==> src/rtl/fp_add_sub_pipe.sv <==
// ---------------------------------------------------------------------------
// fp_add_sub_pipe
//
// Pipelined IEEE-754 adder/subtractor with generic exponent/fraction widths.
// Three register stages (unpack/align, add, normalise/round) share a single
// advance signal, so the whole pipe moves or stalls as one unit and bubbles
// are kept. Rounding is round-to-nearest-even. Special operands (NaN, inf,
// signed zeros) are resolved in stage 1 and carried down the pipe.
//
// Optional feature macro: FP_ADD_SUB_SUBNORMAL_EN
//   defined   : gradual underflow (subnormal inputs and outputs)
//   undefined : flush-to-zero (subnormal inputs read as signed zero, tiny
//               results become signed zero with underflow+inexact)
//
// Ports:
//   clk              rising-edge clock
//   reset            asynchronous active-low reset
//   in_valid/ready   operand handshake (in_ready = !out_valid || out_ready)
//   a, b             operands, WIDTH bits
//   operation_select 0 = a+b, 1 = a-b
//   out_valid/ready  result handshake
//   result           IEEE result, WIDTH bits
//   flags            {invalid, overflow, underflow, inexact}
// ---------------------------------------------------------------------------
module fp_add_sub_pipe #(
    parameter int EXP_BITS  = 8,
    parameter int MANT_BITS = 23,
    parameter int WIDTH     = 1 + EXP_BITS + MANT_BITS
) (
    input  logic             clk,
    input  logic             reset,
    input  logic             in_valid,
    output logic             in_ready,
    input  logic [WIDTH-1:0] a,
    input  logic [WIDTH-1:0] b,
    input  logic             operation_select,
    output logic             out_valid,
    input  logic             out_ready,
    output logic [WIDTH-1:0] result,
    output logic [3:0]       flags
);
    localparam int E   = EXP_BITS;
    localparam int M   = MANT_BITS;
    localparam int XTW = M + 4;                         // hidden + fraction + G/R/S
    localparam int LZW = $clog2(M + 5);                 // holds a count of 0..XTW
    localparam int XW  = ((E > LZW) ? E : LZW) + 2;     // signed working exponent

    localparam logic [WIDTH-1:0] QNAN    = {1'b0, {E{1'b1}}, 1'b1, {(M-1){1'b0}}};
    localparam logic [XW-1:0]    EXP_MAX = XW'((1 << E) - 1);

    // Leading-zero count over the extended mantissa.
    function automatic logic [LZW-1:0] lzc(input logic [XTW-1:0] v);
        logic [LZW-1:0] n;
        logic           found;
        n     = '0;
        found = 1'b0;
        for (int i = XTW - 1; i >= 0; i--) begin
            if (!found) begin
                if (v[i]) found = 1'b1;
                else      n = n + LZW'(1);
            end
        end
        return n;
    endfunction

    logic advance;
    assign advance  = !out_valid || out_ready;
    assign in_ready = advance;

    // ------------------------------------------------------------------
    // Stage 1: unpack, classify, order by magnitude, align
    // ------------------------------------------------------------------
    logic         sign_a, sign_b;
    logic [E-1:0] exp_a, exp_b, eexp_a, eexp_b;
    logic [M-1:0] frac_a, frac_b;
    logic [M:0]   sig_a, sig_b;
    logic         inf_a, inf_b, nan_a, nan_b, snan_a, snan_b, zero_a, zero_b;

    assign sign_a = a[WIDTH-1];
    assign sign_b = b[WIDTH-1] ^ operation_select;
    assign exp_a  = a[WIDTH-2:M];
    assign exp_b  = b[WIDTH-2:M];
    assign frac_a = a[M-1:0];
    assign frac_b = b[M-1:0];

    assign inf_a  = (&exp_a) && (frac_a == '0);
    assign inf_b  = (&exp_b) && (frac_b == '0);
    assign nan_a  = (&exp_a) && (frac_a != '0);
    assign nan_b  = (&exp_b) && (frac_b != '0);
    assign snan_a = nan_a && !frac_a[M-1];
    assign snan_b = nan_b && !frac_b[M-1];

`ifdef FP_ADD_SUB_SUBNORMAL_EN
    // Subnormals: hidden bit 0, exponent read as 1.
    assign zero_a = (exp_a == '0) && (frac_a == '0);
    assign zero_b = (exp_b == '0) && (frac_b == '0);
    assign eexp_a = (exp_a == '0) ? {{(E-1){1'b0}}, 1'b1} : exp_a;
    assign eexp_b = (exp_b == '0) ? {{(E-1){1'b0}}, 1'b1} : exp_b;
    assign sig_a  = {(exp_a != '0), frac_a};
    assign sig_b  = {(exp_b != '0), frac_b};
`else
    // Flush-to-zero: any zero exponent reads as a signed zero.
    assign zero_a = (exp_a == '0);
    assign zero_b = (exp_b == '0);
    assign eexp_a = exp_a;
    assign eexp_b = exp_b;
    assign sig_a  = (exp_a == '0) ? '0 : {1'b1, frac_a};
    assign sig_b  = (exp_b == '0) ? '0 : {1'b1, frac_b};
`endif

    logic             swap, x_sign, y_sign, y_lost, sp, sp_sub;
    logic [E-1:0]     x_exp, y_exp, diff;
    logic [M:0]       x_sig, y_sig;
    logic [XTW-1:0]   y_raw, y_shift, y_ext;
    logic [WIDTH-1:0] sp_res;
    logic [3:0]       sp_flags;

    always_comb begin
        swap    = {eexp_b, sig_b} > {eexp_a, sig_a};
        x_sign  = swap ? sign_b : sign_a;
        y_sign  = swap ? sign_a : sign_b;
        x_exp   = swap ? eexp_b : eexp_a;
        y_exp   = swap ? eexp_a : eexp_b;
        x_sig   = swap ? sig_b  : sig_a;
        y_sig   = swap ? sig_a  : sig_b;
        sp_sub  = x_sign ^ y_sign;
        diff    = x_exp - y_exp;
        // Every bit shifted past the sticky position is OR-ed into sticky,
        // so very large shifts leave only the sticky bit behind.
        y_raw   = {y_sig, 3'b000};
        y_shift = y_raw >> diff;
        y_lost  = |(y_raw & ~({XTW{1'b1}} << diff));
        y_ext   = {y_shift[XTW-1:1], y_shift[0] | y_lost};

        sp       = 1'b1;
        sp_res   = QNAN;
        sp_flags = 4'b0000;
        if (nan_a || nan_b) begin
            sp_flags = {snan_a | snan_b, 3'b000};
        end else if (inf_a && inf_b && (sign_a != sign_b)) begin
            sp_flags = 4'b1000;
        end else if (inf_a) begin
            sp_res = {sign_a, {E{1'b1}}, {M{1'b0}}};
        end else if (inf_b) begin
            sp_res = {sign_b, {E{1'b1}}, {M{1'b0}}};
        end else if (zero_a && zero_b) begin
            // Only (-0)+(-0) keeps a negative sign.
            sp_res = {sign_a & sign_b, {(WIDTH-1){1'b0}}};
        end else begin
            sp = 1'b0;
        end
    end

    logic             s1_valid, s1_special, s1_sign, s1_sub;
    logic [WIDTH-1:0] s1_sp_res;
    logic [3:0]       s1_sp_flags;
    logic [E-1:0]     s1_exp;
    logic [XTW-1:0]   s1_x, s1_y;

    // ------------------------------------------------------------------
    // Stage 2: add/subtract (X is never smaller than Y, so no negatives)
    // ------------------------------------------------------------------
    logic [XTW:0] sum_next;
    assign sum_next = s1_sub ? ({1'b0, s1_x} - {1'b0, s1_y})
                             : ({1'b0, s1_x} + {1'b0, s1_y});

    logic             s2_valid, s2_special, s2_sign;
    logic [WIDTH-1:0] s2_sp_res;
    logic [3:0]       s2_sp_flags;
    logic [E-1:0]     s2_exp;
    logic [XTW:0]     s2_sum;

    // ------------------------------------------------------------------
    // Stage 3: normalise, round, pack
    // ------------------------------------------------------------------
    logic [LZW-1:0]   lz, shamt;
    logic [XW-1:0]    ex_w, exp_n;
    logic [XTW-1:0]   norm;
    logic [E-1:0]     exp_field;
    logic [E+M-1:0]   rounded;
    logic             inexact, round_up, uf;
    logic [WIDTH-1:0] res_next;
    logic [3:0]       flags_next;
`ifdef FP_ADD_SUB_SUBNORMAL_EN
    logic [XW-1:0]    lim;
`endif

    always_comb begin
        lz    = lzc(s2_sum[XTW-1:0]);
        ex_w  = {{(XW-E){1'b0}}, s2_exp};
        shamt = lz;
        norm  = '0;
        exp_n = '0;
`ifdef FP_ADD_SUB_SUBNORMAL_EN
        lim   = '0;
`endif
        if (s2_sum[XTW]) begin
            norm  = {s2_sum[XTW:2], s2_sum[1] | s2_sum[0]};
            exp_n = ex_w + XW'(1);
        end else begin
`ifdef FP_ADD_SUB_SUBNORMAL_EN
            // Stop the left shift at exponent 1; what remains is subnormal.
            if ({{(XW-LZW){1'b0}}, lz} >= ex_w) begin
                lim   = ex_w - XW'(1);
                shamt = lim[LZW-1:0];
            end
`endif
            norm  = s2_sum[XTW-1:0] << shamt;
            exp_n = ex_w - {{(XW-LZW){1'b0}}, shamt};
        end

        exp_field = norm[XTW-1] ? exp_n[E-1:0] : '0;
        inexact   = |norm[2:0];
        round_up  = norm[2] & (norm[1] | norm[0] | norm[3]);
        // Adding into {exponent, fraction} lets a rounding carry bump the
        // exponent (and promote a subnormal to normal) for free.
        rounded   = {exp_field, norm[XTW-2:3]} + {{(E+M-1){1'b0}}, round_up};
`ifdef FP_ADD_SUB_SUBNORMAL_EN
        uf        = (rounded[E+M-1:M] == '0) && inexact;
`else
        uf        = 1'b0;
`endif

        res_next   = {s2_sign, rounded};
        flags_next = {2'b00, uf, inexact};
        if (s2_special) begin
            res_next   = s2_sp_res;
            flags_next = s2_sp_flags;
        end else if (s2_sum == '0) begin
            res_next   = '0;
            flags_next = 4'b0000;
        end else if ($signed(exp_n) >= $signed(EXP_MAX)) begin
            res_next   = {s2_sign, {E{1'b1}}, {M{1'b0}}};
            flags_next = 4'b0101;
`ifndef FP_ADD_SUB_SUBNORMAL_EN
        end else if ($signed(exp_n) < $signed(XW'(1))) begin
            res_next   = {s2_sign, {(WIDTH-1){1'b0}}};
            flags_next = 4'b0011;
`endif
        end else if (rounded[E+M-1:M] == {E{1'b1}}) begin
            res_next   = {s2_sign, {E{1'b1}}, {M{1'b0}}};
            flags_next = 4'b0101;
        end
    end

    // ------------------------------------------------------------------
    // Pipeline registers: all stages advance together
    // ------------------------------------------------------------------
    always_ff @(posedge clk or negedge reset) begin
        if (!reset) begin
            s1_valid    <= 1'b0;
            s1_special  <= 1'b0;
            s1_sign     <= 1'b0;
            s1_sub      <= 1'b0;
            s1_sp_res   <= '0;
            s1_sp_flags <= '0;
            s1_exp      <= '0;
            s1_x        <= '0;
            s1_y        <= '0;
            s2_valid    <= 1'b0;
            s2_special  <= 1'b0;
            s2_sign     <= 1'b0;
            s2_sp_res   <= '0;
            s2_sp_flags <= '0;
            s2_exp      <= '0;
            s2_sum      <= '0;
            out_valid   <= 1'b0;
            result      <= '0;
            flags       <= '0;
        end else if (advance) begin
            s1_valid    <= in_valid;
            s1_special  <= sp;
            s1_sign     <= x_sign;
            s1_sub      <= sp_sub;
            s1_sp_res   <= sp_res;
            s1_sp_flags <= sp_flags;
            s1_exp      <= x_exp;
            s1_x        <= {x_sig, 3'b000};
            s1_y        <= y_ext;
            s2_valid    <= s1_valid;
            s2_special  <= s1_special;
            s2_sign     <= s1_sign;
            s2_sp_res   <= s1_sp_res;
            s2_sp_flags <= s1_sp_flags;
            s2_exp      <= s1_exp;
            s2_sum      <= sum_next;
            out_valid   <= s2_valid;
            result      <= res_next;
            flags       <= flags_next;
        end
    end

endmodule

==> config.mk <==
export PLATFORM = sky130hd
export DESIGN_NAME = fp_add_sub_pipe
export DESIGN_NICKNAME = d
export VERILOG_FILES = /design/src/rtl/fp_add_sub_pipe.sv
export SDC_FILE = /design/constraint.sdc
export NUM_CORES = 1
export LEC_CHECK = 0
export CORE_UTILIZATION = 62
export DETAILED_ROUTE_END_ITERATION = 10
export GPL_TIMING_DRIVEN = 1
export PLACE_DENSITY = 0.81
export SYNTH_ARGS = -nofsm -noshare
export SYNTH_HDL_FRONTEND = slang
export SYNTH_SLANG_ARGS = --single-unit
==> constraint.sdc <==
create_clock -name clk -period 18.2 [get_ports clk]
set_input_delay 3.64 -clock clk [delete_from_list [all_inputs] [get_ports clk]]
set_output_delay 3.64 -clock clk [all_outputs]
set_load 0.02 [all_outputs]
==> flow_summary.yaml <==
critical_path:
  cp_num_buf_inv: 4
  crit_type: "reg -> reg"
  cpLargestDelayFamily: "simple AND/OR/NAND/NOR gates"
  startpoint: "s2_sum[25]"
  startpoint_type: "flop"
  slowest_delay_ns: 0.55
  critPathSlowestCell: "or4_1"
  crit_top_cell: "ha_1"
  crit_required_ns: 18.52
  path_max_fanout: 25
  reg2reg_from: "s2_sum[25]"
  arrival_ns: 17.43
  end_kind: "flop"
die:
  coreArea_um2: 27100
  rows: 60
  num_io_pins: 107
  start_util_pct: 63.5
  die_area_um2: 28400
  dieWidth_um: 169
  die_h_um: 169
clock_tree:
  ctsLongestPathBuffers: 2
  clk_pin_slew_worst_paths_ns: 0.08
  cts-hold-fix-buffers: 0
  cts_resized: 0
  cts_root_buf: "clkbuf_16"
  cts_buffers: 17
  clock_latency_ns: 0.44
  cts_sinks: 147
  postCtsSetupBuffers: 0
  cts_htree_levels: 4
  cts_tree: "built"
route:
  drt_iter0_drc: 1846
  drt_wl_total_mm: 53.4
  route.vias.total: 17800
  dr.pass1.iters: 6
  drc: 0
  wl_per_cell_um: 19.7
  ant_nets: 0
  via_per_inst: 6.55
synthesis:
  synth_cell_types: 109
  synth-async-reset-ratio_pct: 100
  synth_edf_count: 0
  synth_seq_cells: 147
  seq_area_frac_synth_pct: 21.4
  synthFlopType: "dfrtp_1"
  synth_fp_nets: 2497
  ys_warn_count: 0
  netlist_area_um2: 17200
  syn_avg_cell_area_um2: 7.44
  netlist_instances: 2312
sta:
  fmax_mhz: 58.4
  clock_skew_ns: 0.0185
  period_minus_slack_ns: 17.11
  worstMarginPinSlew_ns: 0.976
  min_period_over_period_pct: 94.0
  setup_viol: 0
  hold_viol_final: 0
  slew_viol_final: 0
  maxSlewHeadroom_pct: 34.9
layout:
  final_area_um2: 19100
  final_common_cell: "nand2_1"
  drive_gt1_share_pct: 6.52
  antennaDiodeCount: 0
  fin_util_pct: 70.4
  most-common-layout-cells: "320 x nand2_1, 234 x nor2_1, 176 x a21oi_1"
  layout.nets: 2518
  syn2layout_area_growth_pct: 11.0
power_and_ir_drop:
  power.density_nw_per_um2: 142
  leakagePower_uw: 0.00814
  finalPower_uw: 2720
  irDropWorstVdd_mv: 0.0681
global_route:
  grt_use_met1_pct: 47.5
  grt_use_met2_pct: 63.4
  busiest_layer: "met2"
  first_global_vias: 16700
  grt.met3_usage_pct: 3.69
  grt_max_degree: 98
  gr-total-overflow: 0
  grt_pass1_wl_mm: 86.1
  antenna_found_initial: 0
  track_usage_pct: 37.5
hold_path:
  hp-class: "reg -> reg"
  worstHoldStart: "s2_valid"
run:
  cap_viol_max_count: 0
place:
  dpl_cell_area_um2: 18400
  post-dp-hpwl_mm: 41.1
  gp_congestion: 1.06
  io_buffer_count: 106
status:
  status: "complete, no violations"
==> registers in the layout (all words and copies together) (netlist names), 3 cells and up <==
name	count
s1_exp	8
s2_exp	8
s1_x	24
flags	4
result	32
s2_sp_res	3
s1_y	27
s1_sp_res	3
s2_sum	28
==> cells by family after synthesis <==
kind of cell,share of synthesized area [%]
multiplexers,6.44
AND/OR/NAND/NOR,26.4
adder cells (fa/ha/maj),8.58
flip-flops,21.4
XOR/XNOR,6.61
AO/OA/AOI/OAI,24.9
buffers and inverters,5.64
==> final timing paths <==
kind / cells after the start / end / slack [ns]
max: 72 / result[22] / 1.09
min: 2 / s2_valid / 0.46
max reg2reg: 72 / result[22] / 1.09
min reg2reg: 2 / s2_valid / 0.46
max in group asynchronous: 2 / result[23] / 13.57
min in group asynchronous: 1 / s1_x[15] / 3.18
==> area by class of cell <==
class / instances / area, µm²
Clock buffer: 17 / 425
Multi-Input combinational cell: 1928 / 12700
Sequential cell: 147 / 3680
Inverter: 108 / 405
Timing Repair Buffer: 131 / 1250
Tap cell: 372 / 465
Fill cell: 2268 / 8010
Clock inverter: 15 / 181
==> metrics by stage <==
stage | hold WS [ns] | cells | setup WS (ns) | setup TNS, ns
detailed placement | 0.449 | 2686 | 0.588 | 0
finish | 0.464 | 2718 | 1.09 | 0
global route | 0.495 | 2718 | -0.0304 | -0.0304
floorplan | 0.430 | 2312 | 2.56 | 0
global placement | 0.445 | 2686 | 1.28 | 0
CTS | 0.467 | 2718 | 0.465 | 0
==> synthesized netlist by cell type (15+ instances only) <==
cell	number	area share, %
and3_1	26	0.95
a21oi_1	176	5.1
a32o_1	25	1.5
and2_1	40	1.5
ha_1	114	8.3
xor2_1	32	1.6
o21ai_0	168	4.9
nand2b_1	24	0.87
clkbuf_1	91	2.0
mux2_2	25	1.6
buf_2	15	0.44
mux2i_1	80	4.7
inv_1	105	2.3
o21bai_1	19	0.83
nor3_1	64	1.9
a211oi_1	25	1.1
xnor2_1	74	3.8
nor2b_1	20	0.73
nand3_1	50	1.5
o31ai_1	17	0.74
o21a_1	20	0.87
a31oi_1	25	0.91
nand4_1	33	1.2
nand2_1	320	7.0
nor4_1	35	1.3
dfrtp_1	147	21
a21o_1	32	1.4
nor2_1	234	5.1
==> where the power goes <==
part	internal, µW	leakage, µW	switching, µW
combinational	678	0.00603	1050
sequential	434	0.00182	197
clock	186	0.000296	171
==> layer usage <==
layer / routed length, µm / vias to the layer above
met5: 0 / -
met4: 2840 / 0
met3: 3480 / 187
met2: 25000 / 859
met1: 22100 / 8350
li1: - / 8404
==> tightest hold or removal path: cells and delay by family (launching register included) <==
family / cells / cell delay, ns
flip-flops: 1 / 0.34
AND/OR/NAND/NOR: 2 / 0.10
(Power assumes the default switching activity.)
